<file path="src/rtl/pixel_clip_fifo.sv">
// Clips plot requests to the visible screen and buffers the surviving pixels
// in a small FIFO that drains to the VGA adapter at up to one pixel per cycle.
module pixel_clip_fifo #(
  parameter int unsigned DEPTH    = 16,
  parameter int unsigned SCREEN_W = 160,
  parameter int unsigned SCREEN_H = 120
) (
  input  logic                     clk,
  input  logic                     rst_n,
  input  logic [7:0]               in_x,
  input  logic [6:0]               in_y,
  input  logic [2:0]               in_colour,
  input  logic                     in_plot,
  output logic                     in_ready,
  input  logic                     flush,
  input  logic                     out_en,
  output logic [7:0]               vga_x,
  output logic [6:0]               vga_y,
  output logic [2:0]               vga_colour,
  output logic                     vga_plot,
  output logic [$clog2(DEPTH):0]   level,
  output logic                     empty,
  output logic [15:0]              clip_count
);

  localparam int unsigned AW = $clog2(DEPTH);
  localparam int unsigned LW = AW + 1;
  localparam int unsigned PW = 18;

  logic [PW-1:0] mem_q [DEPTH];
  logic [AW-1:0] wr_ptr_q, wr_ptr_d;
  logic [AW-1:0] rd_ptr_q, rd_ptr_d;
  logic [LW-1:0] level_q, level_d;
  logic [15:0]   clip_q, clip_d;
  logic [7:0]    vga_x_q, vga_x_d;
  logic [6:0]    vga_y_q, vga_y_d;
  logic [2:0]    vga_colour_q, vga_colour_d;
  logic          vga_plot_q, vga_plot_d;

  logic in_screen, accept, push, clip, pop, is_empty, not_full;

  // Occupancy flags decode straight from the level register.
  assign is_empty = (level_q == '0);
  assign not_full = (level_q != LW'(DEPTH));

  assign in_screen = (32'(in_x) < SCREEN_W) && (32'(in_y) < SCREEN_H);
  assign accept    = in_plot && not_full && !flush;
  assign push      = accept && in_screen;
  assign clip      = accept && !in_screen;
  assign pop       = out_en && !is_empty && !flush;

  always_comb begin
    wr_ptr_d     = wr_ptr_q;
    rd_ptr_d     = rd_ptr_q;
    level_d      = level_q;
    clip_d       = clip_q;
    vga_x_d      = vga_x_q;
    vga_y_d      = vga_y_q;
    vga_colour_d = vga_colour_q;
    vga_plot_d   = 1'b0;

    if (flush) begin
      wr_ptr_d = '0;
      rd_ptr_d = '0;
      level_d  = '0;
    end else begin
      if (push) wr_ptr_d = wr_ptr_q + AW'(1);
      if (pop) begin
        rd_ptr_d = rd_ptr_q + AW'(1);
        {vga_x_d, vga_y_d, vga_colour_d} = mem_q[rd_ptr_q];
        vga_plot_d = 1'b1;
      end
      if (push && !pop)      level_d = level_q + LW'(1);
      else if (!push && pop) level_d = level_q - LW'(1);
    end

    // Clip counter saturates rather than wrapping.
    if (clip && (clip_q != 16'hFFFF)) clip_d = clip_q + 16'd1;
  end

  always_ff @(posedge clk or negedge rst_n) begin
    if (!rst_n) begin
      wr_ptr_q     <= '0;
      rd_ptr_q     <= '0;
      level_q      <= '0;
      clip_q       <= '0;
      vga_x_q      <= '0;
      vga_y_q      <= '0;
      vga_colour_q <= '0;
      vga_plot_q   <= 1'b0;
    end else begin
      wr_ptr_q     <= wr_ptr_d;
      rd_ptr_q     <= rd_ptr_d;
      level_q      <= level_d;
      clip_q       <= clip_d;
      vga_x_q      <= vga_x_d;
      vga_y_q      <= vga_y_d;
      vga_colour_q <= vga_colour_d;
      vga_plot_q   <= vga_plot_d;
    end
  end

  // Storage needs no reset: contents are only visible through valid pointers.
  always_ff @(posedge clk) begin
    if (push) mem_q[wr_ptr_q] <= {in_x, in_y, in_colour};
  end

  assign in_ready   = not_full;
  assign empty      = is_empty;
  assign level      = level_q;
  assign clip_count = clip_q;
  assign vga_x      = vga_x_q;
  assign vga_y      = vga_y_q;
  assign vga_colour = vga_colour_q;
  assign vga_plot   = vga_plot_q;

endmodule

</file>
<file path="config.mk">
export PLATFORM = sky130hd
export DESIGN_NAME = pixel_clip_fifo
export DESIGN_NICKNAME = d
export VERILOG_FILES = /design/src/rtl/pixel_clip_fifo.sv
export SDC_FILE = /design/constraint.sdc
export NUM_CORES = 1
export LEC_CHECK = 0
export ABC_AREA = 1
export ABC_CLOCK_PERIOD_IN_PS = 2800
export CAP_MARGIN = 20
export CORE_MARGIN = 3
export CORE_UTILIZATION = 60
export CTS_CLUSTER_DIAMETER = 50
export DETAILED_ROUTE_END_ITERATION = 12
export PLACE_DENSITY_LB_ADDON = 0.25
export SETUP_SLACK_MARGIN = 0.2
export SYNTH_ARGS = -nofsm -noshare
export SYNTH_HDL_FRONTEND = slang
export SYNTH_SLANG_ARGS = --single-unit
</file>
<file path="constraint.sdc">
create_clock -name clk -period 2.8 [get_ports clk]
set_clock_uncertainty 0.15 [all_clocks]
set_input_delay 0.42 -clock clk [delete_from_list [all_inputs] [get_ports clk]]
set_output_delay 0.42 -clock clk [all_outputs]
set_load 0.02 [all_outputs]
</file>
# Yosys cells after proc, flatten, opt, wreduce, memory -nomap -nowiden
# Memories as Yosys holds them, arrays and structs flattened. A register that Yosys moved wholly into a read port is not among the register bits.
# Index checks and enable logic that the tools add are counted.
# op_classes
add_sub_neg,5
mul,0
div,0
magnitude_cmp,2
n_eq_ne,2
n_shift,0
n_mux,11
n_bitwise,1
n_reduce_logical,21
# op_table
operator,count
$add A16 B1 Y16 const B,1
$mux W4,4
$ne A16 B16 Y1 const B,1
$mux W5,3
$logic_and A1 B1 Y1,10
$add A4 B1 Y4 const B,2
$lt A8 B8 Y1 const B,1
$lt A7 B7 Y1 const B,1
$logic_not A1 Y1,6
$add A5 B1 Y5 const B,1
$logic_not A5 Y1,1
$ne A5 B5 Y1 const B,1
$sub A5 B1 Y5 const B,1
$mux W1,4
$reduce_bool A2 Y1,2
$reduce_bool A3 Y1,1
$reduce_and A2 Y1,1
$not A1 Y1,1
# word_totals
regBits,30
latch_bits,0
ram_bits,288
mem_bits_ro,0
out_inout_bits,42
wordCells,48
mem_count,1
# memory_table
name,depth,word_bits,read_ports,rd_ports_with_merged_regs,wr,line_no,text
mem_q,16,18,1,1,1,30,logic [PW-1:0] mem_q [DEPTH];

# Logic depth before layout (Yosys ltp)
# depth
word_depth,9
ltp_mapped,15
mapped_depth_nobuf,15

# Least setup slack after synthesis
# Ideal clock, no wire load.
# synth_path
path_kind,reg-to-reg
from,"register level_q[1], in the netlist level[1]"
to,"memory mem_q[0][0], enable pin"
t_arrival_ns,2.145
slack_ns,0.112
stages_incl_launch_ff,8
n_path_buf,1
synth_period_minus_slack_ns,2.688
cell_sequence,dfrtp_1 -> nor2_1 -> nand3_1 -> nand2_1 -> nor2_1 -> buf_4 -> nand2_1 -> nor2_1
# synth_between
elab_chain_cells,6
# synth_rtl
element,line_no,text
start: declaration,33,"logic [LW-1:0] level_q, level_d;"
start signal: assignment,94,level_q <= level_d;
$ne A5 B5 Y1,44,assign not_full = (level_q != LW'(DEPTH));
net in_ready,14,"output logic in_ready,"
$logic_and A1 B1 Y1 (2 in a row),47,assign accept = in_plot && not_full && !flush;
$logic_and A1 B1 Y1,48,assign push = accept && in_screen;
$mux W1,105,"if (push) mem_q[wr_ptr_q] <= {in_x, in_y, in_colour};"
$mux W1 (not written as such),105,
end: declaration,30,
# The timed path passes the listed nets, and every way through them passes these cells.

# Final worst setup path
# layout_path
from,input in_x[6]
to,"register level_q[4], in the netlist level[4]"
# layout_between
elab_chain_cells,6
# layout_rtl
element,line_no,text
start: declaration,10,"input logic [7:0] in_x,"
$lt A8 B8 Y1 *,46,assign in_screen = (32'(in_x) < SCREEN_W) && (32'(in_y) < SCREEN_H);
$logic_and A1 B1 Y1 *,46,
$logic_and A1 B1 Y1 *,48,
$logic_and A1 B1 Y1 / $logic_not A1 Y1 (equally long branches),"73, 74",
$mux W5 / $logic_and A1 B1 Y1 (equally long branches),"73, 74",
$mux W5 / $reduce_bool A3 Y1 (equally long branches),-,
# Every way passes the cells marked *; elsewhere a longest branch is shown, timed or not.
# A chain may end at the register's enable or synchronous reset.

==> metrics.txt <==
total grt overflow=0; Synth top area share=0.617; DRT antenna net count=0; synth cell count leaders=319 x nor2_1, 288 x edfxtp_1, 142 x nand2_1, 134 x nand3_1, 102 x o21ai_0; cells after synthesis=1,248; R2R depth=14; Worst Path Max Fanout=7; Syn Nets=1,282; first-pass GRT wire length=53.1 mm; largest cells by area after synthesis=edfxtp_1 62%, dfrtp_1 8.6%, nor2_1 8.5%, nand3_1 4.8%, nand2_1 3.8%; vias in the first global route=9,537; Final Hold Fails=0; Final nets=1,380; initial DRC count=1,199; status=finished, final reports clean; chip width=159 um; setup TNS=0 ps; Syn Area/Cell=11.2 um^2; Max Cap Violations=0; num rows=55; CTS Buf Count=36; Slew HR=0.460; Final Critical Period=2430 ps; worst hold path class=input pin to asynchronous set/reset pin; count leader, synth=nor2_1; P&R area growth vs syn=18.4%; gr usage total=0.269; Placer Congestion=0.902; WS Path Type=input pin to register; Avg Vias per Cell=5.80; WL/cell=20.2 um; via count=9,762; Setup crit end kind=register; clk_lat worst skew=520 ps; Worst Tran Pin Value=807 ps; peak supply drop=698 uV; post-synthesis sequential area ratio=0.703; r2r setup slk=450 ps; critical path arrival=2670 ps; Worst Path Required=3040 ps; crit path launch type=input pin; # fillers=1,487; Die ar.=25,200 um^2; DP HPWL=20.8 mm; share of flip-flops with an asynchronous set or reset=0.143; diode count=0; Initial Utilization=0.615; mapped cell area=14,000 um^2; worst r2r src=level[1]$_DFFE_PN0P_; Pwr Density=862 nW/um^2; biggest area consumer among synthesized cells=edfxtp_1; Die Y=159 um; Final period util=0.868; Pleak=6.10 nW; Routed WL=33.9 mm; register clock-pin slew on the reported worst setup and hold paths=60 ps; Longest Clk Path Bufs=3; Placeable Area=22,800 um^2; TritonCTS clock tree=yes; Pre-antenna DRT Iters=5; clock root buffer=clkbuf_16; clk sinks=336; final setup violation count=0; dominant synthesized flop cell=edfxtp_1; fin util=0.728; largest net degree at the start of global routing=147; R2R Path End=level[4]$_DFFE_PN0P_; PortBufs=64; FMAX=411 MHz; Yosys reg bits=336; RSZ-0062 raised after global routing=no; H-tree Lvls=2; initial antenna violation count=1; # IOs=65; library cells used by synthesis=26; Yosys Warn Count=0; pins over their slew limit=0; layout cells sized above 1=0.112; Post-synth EDFFs=288; Remaining DRCs=0; post-CTS setup repair buffer count=0
[power breakdown]
group | switching, W | internal, W
Clock | 0.00188 | 0.00307
Sequential | 0.000215 | 0.00570
Combinational | 0.00219 | 0.00124
Total | 0.00428 | 0.0100
[repair_timing]
item | CTS | global route
hold buffers | 1 | 0
endpoints found under the setup margin | 0 | 3
endpoints found under the hold margin | 22 | 0
gates resized for setup | 0 | 3
[worst max-delay path by stage]
stage                                     from                     to  slack (ps)  cells past startpoint
final                                  in_x[6]   level[4]$_DFFE_PN0P_         370                     15
after global routing                   in_x[7]   level[4]$_DFFE_PN0P_         260                     16
after CTS                 level[1]$_DFFE_PN0P_                  empty         200                      4
after detailed placement               in_x[6]   level[4]$_DFFE_PN0P_        -160                     15
after global placement                 in_x[6]   level[4]$_DFFE_PN0P_        -170                     15
after floorplan           level[1]$_DFFE_PN0P_  mem_q[0][0]$_DFFE_PP_         110                      7
[critical path, cell delays in order]
cell             delay [ps]
clkdlybuf4s50_1         480
o21ai_0                 190
buf_4                   170
nand2_1                  90
nor2_1                  180
nand2_2                 160
fa_1                    410
nand3_1                 120
nand3_1                  80
nand2_1                  70
nand2_1                  60
nand3_1                  80
nand2_1                  50
nand3_1                  60
nand2_1                  50
[layer usage]
| layer | track usage | routed length [um] | share of wire | up-vias |
|---|---|---|---|---|
| li1 | - | - | - | 4504 |
| met1 | 0.368 | 13100 | 0.39 | 4658 |
| met2 | 0.452 | 16800 | 0.49 | 520 |
| met3 | 0.0415 | 3080 | 0.091 | 78 |
| met4 | 0.0840 | 947 | 0.028 | 2 |
| met5 | 0 | 13 | 0.00038 | - |
[stage by stage]
stage / hold slack (ps) / cell area (um^2) / instances / power (W) / worst slack, ps
4_1_cts: 319 / 16600 / 1683 / 0.0143 / 202
5_1_grt: 351 / 16600 / 1683 / 0.0149 / 262
3_3_place_gp: 303 / 15300 / 1620 / 0.00933 / -172
6_report: 298 / 16600 / 1683 / 0.0143 / 370
2_1_floorplan: -25.6 / 14000 / 1248 / 0.00813 / 112
3_5_place_dp: 297 / 15300 / 1620 / 0.00941 / -165
[flip-flops by register name, indices dropped and copies added (netlist names)]
name	flops
clip_count	16
level	5
mem_q	288
rd_ptr_q	4
vga_colour	3
vga_plot	1
vga_x	8
vga_y	7
wr_ptr_q	4
[final cells by class]
| type | instances | area [um^2] | area share |
|---|---|---|---|
| multi-input cells | 808 | 3700 | 0.223 |
| clock buffers | 43 | 948 | 0.0572 |
| well taps | 313 | 392 | 0.0236 |
| inverters | 37 | 140 | 0.00845 |
| repair buffers | 127 | 1270 | 0.0764 |
| flip-flops and latches | 336 | 9850 | 0.594 |
| clock inverters | 19 | 280 | 0.0169 |
[kinds of logic after synthesis]
| logic type | Yosys count | share of synthesized area |
|---|---|---|
| compound gates | 167 | 0.0615 |
| xor+xnor | 12 | 0.00750 |
| fa+ha+maj | 11 | 0.0104 |
| buf+inv | 104 | 0.0356 |
| flops | 336 | 0.703 |
| simple gates | 618 | 0.182 |
[cell usage in the layout (no fill, tap or decap)]
cell	instances
nor2_2	16
dfrtp_4	1
clkbuf_16	37
clkdlybuf4s50_1	61
clkbuf_1	6
inv_6	3
buf_4	50
clkinv_4	1
nand2_1	141
o21ai_2	6
nand4_1	5
a21oi_1	6
inv_2	5
edfxtp_1	288
dlymetal6s2s_1	2
nor2_1	303
clkinv_1	6
dfrtp_1	46
xor2_1	9
dlygate4sd3_1	1
nand3_1	134
clkinv_2	2
buf_2	1
nor3_1	8
nor3_2	2
o31ai_1	1
buf_12	12
clkinvlp_4	1
o21ai_1	52
bufinv_16	7
nand3_2	1
inv_1	31
nand2_2	8
dfrtp_2	1
o21ai_0	102
fa_1	1
ha_1	10
xnor2_1	3
Power figures use the tool's default switching activity.
==> RTL edit (same flow settings) <==
Set the parameter `DEPTH` to 8 (it was 16).
--- a/src/rtl/pixel_clip_fifo.sv
+++ b/src/rtl/pixel_clip_fifo.sv
@@ -3,3 +3,3 @@
 module pixel_clip_fifo #(
-  parameter int unsigned DEPTH    = 16,
+  parameter int unsigned DEPTH    = 8,
   parameter int unsigned SCREEN_W = 160,
Interface: changed (resized level); port bits go from 65 to 64. The function was not compared with the original's and may differ.
==> RTL edit against the unedited design <==
- synthesized area down 44%
- combinational power down 34%
- highest routed layer is now met4
- power down 44%
- worst hold slack better by 0.027 ns
- wire length down 49%
- worst setup slack worse by 0.087 ns
- register-to-register slack worse by 0.05 ns
- sequential cell count down 147
- count of clock-buffer cells in the layout down 22
- largest cell class unchanged
- non-clock buffer count down 26
- critical path type is now register to primary output
- design area down 43%
==> RTL edit: results (changes against the unedited design) <==
The net count after synthesis came out at 723 (-44%). The count of buffers from port buffering is 63 (-1.6%). Counting instances in the post-synthesis netlist gives the leading cell types as sky130_fd_sc_hd__edfxtp_1, sky130_fd_sc_hd__nor2_1, sky130_fd_sc_hd__nand2_1. The data required time at the worst endpoint was 2.23 ns (-0.81 ns). The largest voltage drop on the vdd net was 0.000600 V (-14%). The mean cell area of the mapped netlist is 11.3 um2 (+0.93%). The register area share after synthesis is 69.3% (-0.99 points).

The run finished with clean final reports. The via density per instance was 5.76 (-0.74%). In the post-synthesis netlist, the biggest area contributors are sky130_fd_sc_hd__edfxtp_1, sky130_fd_sc_hd__dfrtp_1, sky130_fd_sc_hd__nor2_1. The largest stage delay on the critical path is 0.60 ns (+0.12 ns).

The largest fanout on the critical path is 5 (-2). The total instance count after detailed placement was 932 (-42%). The transition time at the pin with the least slew margin came out at 0.631 ns (-0.176 ns).

The pin count of the biggest net entering global routing is 75 (-49%). The number of setup buffers added after CTS is 0 (unchanged). The number of synthesized flops with an enable pin is 144 (-50%). The async set-or-reset flop fraction in the synthesized netlist came out at 23.8% (+9.5 points). The total global-route track usage came out at 24.6% (-2.3 points).

The number of filler cells placed in the layout is 895 (-40%). The flip-flop count of the largest register, all copies and words added came out at 144 (-50%). The wire length after detailed routing is 17.1 mm (-49%). The number of antenna violations at the first check in global routing is 0 (-1). The fraction of layout cells with a size suffix above 1 was 10.2% (-1.0 points). The maximum level of the CTS H-tree is 4 (+2). The number of nets in the final layout was 809 (-41%). The kind of path behind the tightest hold check is register to register. The later-pin clock latency in the skew report came out at 0.43 ns (-0.09 ns).

The non-filler instance count after layout was 965 (-43%). The starting utilization of the core area came out at 61.8% (+0.30 points). The CTS buffer count came to 17 (-53%). The via count of the first global-routing pass came out at 5,436 (-43%). The HPWL reported at the end of detailed placement is 11.6 mm (-44%).

The leakage power total came out at 3.52 nW (-42%). The count of routing violations after the opening detailed-route iteration came out at 607 (-49%). The worst-case clock buffer depth came out at 2 (-1). The switching part of the total is 32.4% (+2.4 points). The wire length of the first global-routing pass is 27.3 mm (-49%).
RTL edit: critical path, delay by kind of cell, from the launching register on:
family | cells | cell delay [ns]
buffers and inverters | 2 | 0.69
DFF | 1 | 0.45
and+or+nand+nor | 2 | 0.38
RTL edit: area by class of cell:
| class | instances | area [um2] | share of cell area [%] |
|---|---|---|---|
| clock buffers | 21 | 460 | 4.90 |
| clock inverters | 11 | 91.3 | 0.972 |
| inverters | 29 | 111 | 1.19 |
| multi-input cells | 442 | 2140 | 22.7 |
| flip-flops and latches | 189 | 5450 | 58.0 |
| well taps | 172 | 215 | 2.29 |
| repair buffers | 101 | 926 | 9.86 |
RTL edit: kinds of logic after synthesis:
group                    after synthesis  share of synthesized area (%)
XOR/XNOR                              10                           1.11
adder cells (fa/ha/maj)                6                           1.05
AND/OR/NAND/NOR                      282                           14.5
AO/OA/AOI/OAI                        144                           10.4
flip-flops                           189                           69.3
buffers and inverters                 63                           3.58
RTL edit: final timing paths:
| kind | from | to | slack, ns | cells past startpoint |
|---|---|---|---|---|
| worst min register to register | vga_x[7]$_DFFE_PN0P_ | vga_x[7]$_DFFE_PN0P_ | 0.33 | 2 |
| worst max-delay path | level[0]$_DFFE_PN0P_ | empty | 0.28 | 4 |
| max in group asynchronous | rst_n | rd_ptr_q[1]$_DFFE_PN0P_ | 1.58 | 3 |
| min in group asynchronous | rst_n | rd_ptr_q[2]$_DFFE_PN0P_ | 0.48 | 3 |
| worst min-delay path | vga_x[7]$_DFFE_PN0P_ | vga_x[7]$_DFFE_PN0P_ | 0.33 | 2 |
| worst max register to register | level[0]$_DFFE_PN0P_ | level[1]$_DFFE_PN0P_ | 0.40 | 10 |
RTL edit: power by group through the flow:
stage | Sequential (mW) | Combinational (mW) | Clock (mW)
CTS | 3.54 | 2.26 | 2.27
global placement | 3.58 | 2.15 | 0
detailed placement | 3.60 | 2.23 | 0
floorplan | 3.76 | 1.12 | 0
finish | 3.55 | 2.26 | 2.24
global route | 3.58 | 2.48 | 2.39
RTL edit: metrics by stage:
stage               setup TNS, ns  total power [mW]  cell area (um2)  hold slack (ns)  worst slack (ns)
global route                    0              8.45             9390            0.354             0.194
floorplan                       0              4.88             7860          -0.0256             0.305
CTS                             0              8.07             9390            0.332             0.297
finish                          0              8.05             9390            0.325             0.283
detailed placement          -8.74              5.83             8820            0.315           -0.0823
global placement            -1.14              5.73             8820            0.312           -0.0240
RTL edit: layer usage:
layer | global-route usage, % | vias up | part of all wire (%)
li1 | - | 2587 | -
met1 | 33.5 | 2659 | 41
met2 | 39.5 | 273 | 48
met3 | 5.80 | 37 | 8.9
met4 | 8.71 | 0 | 1.8
met5 | 0 | - | 0
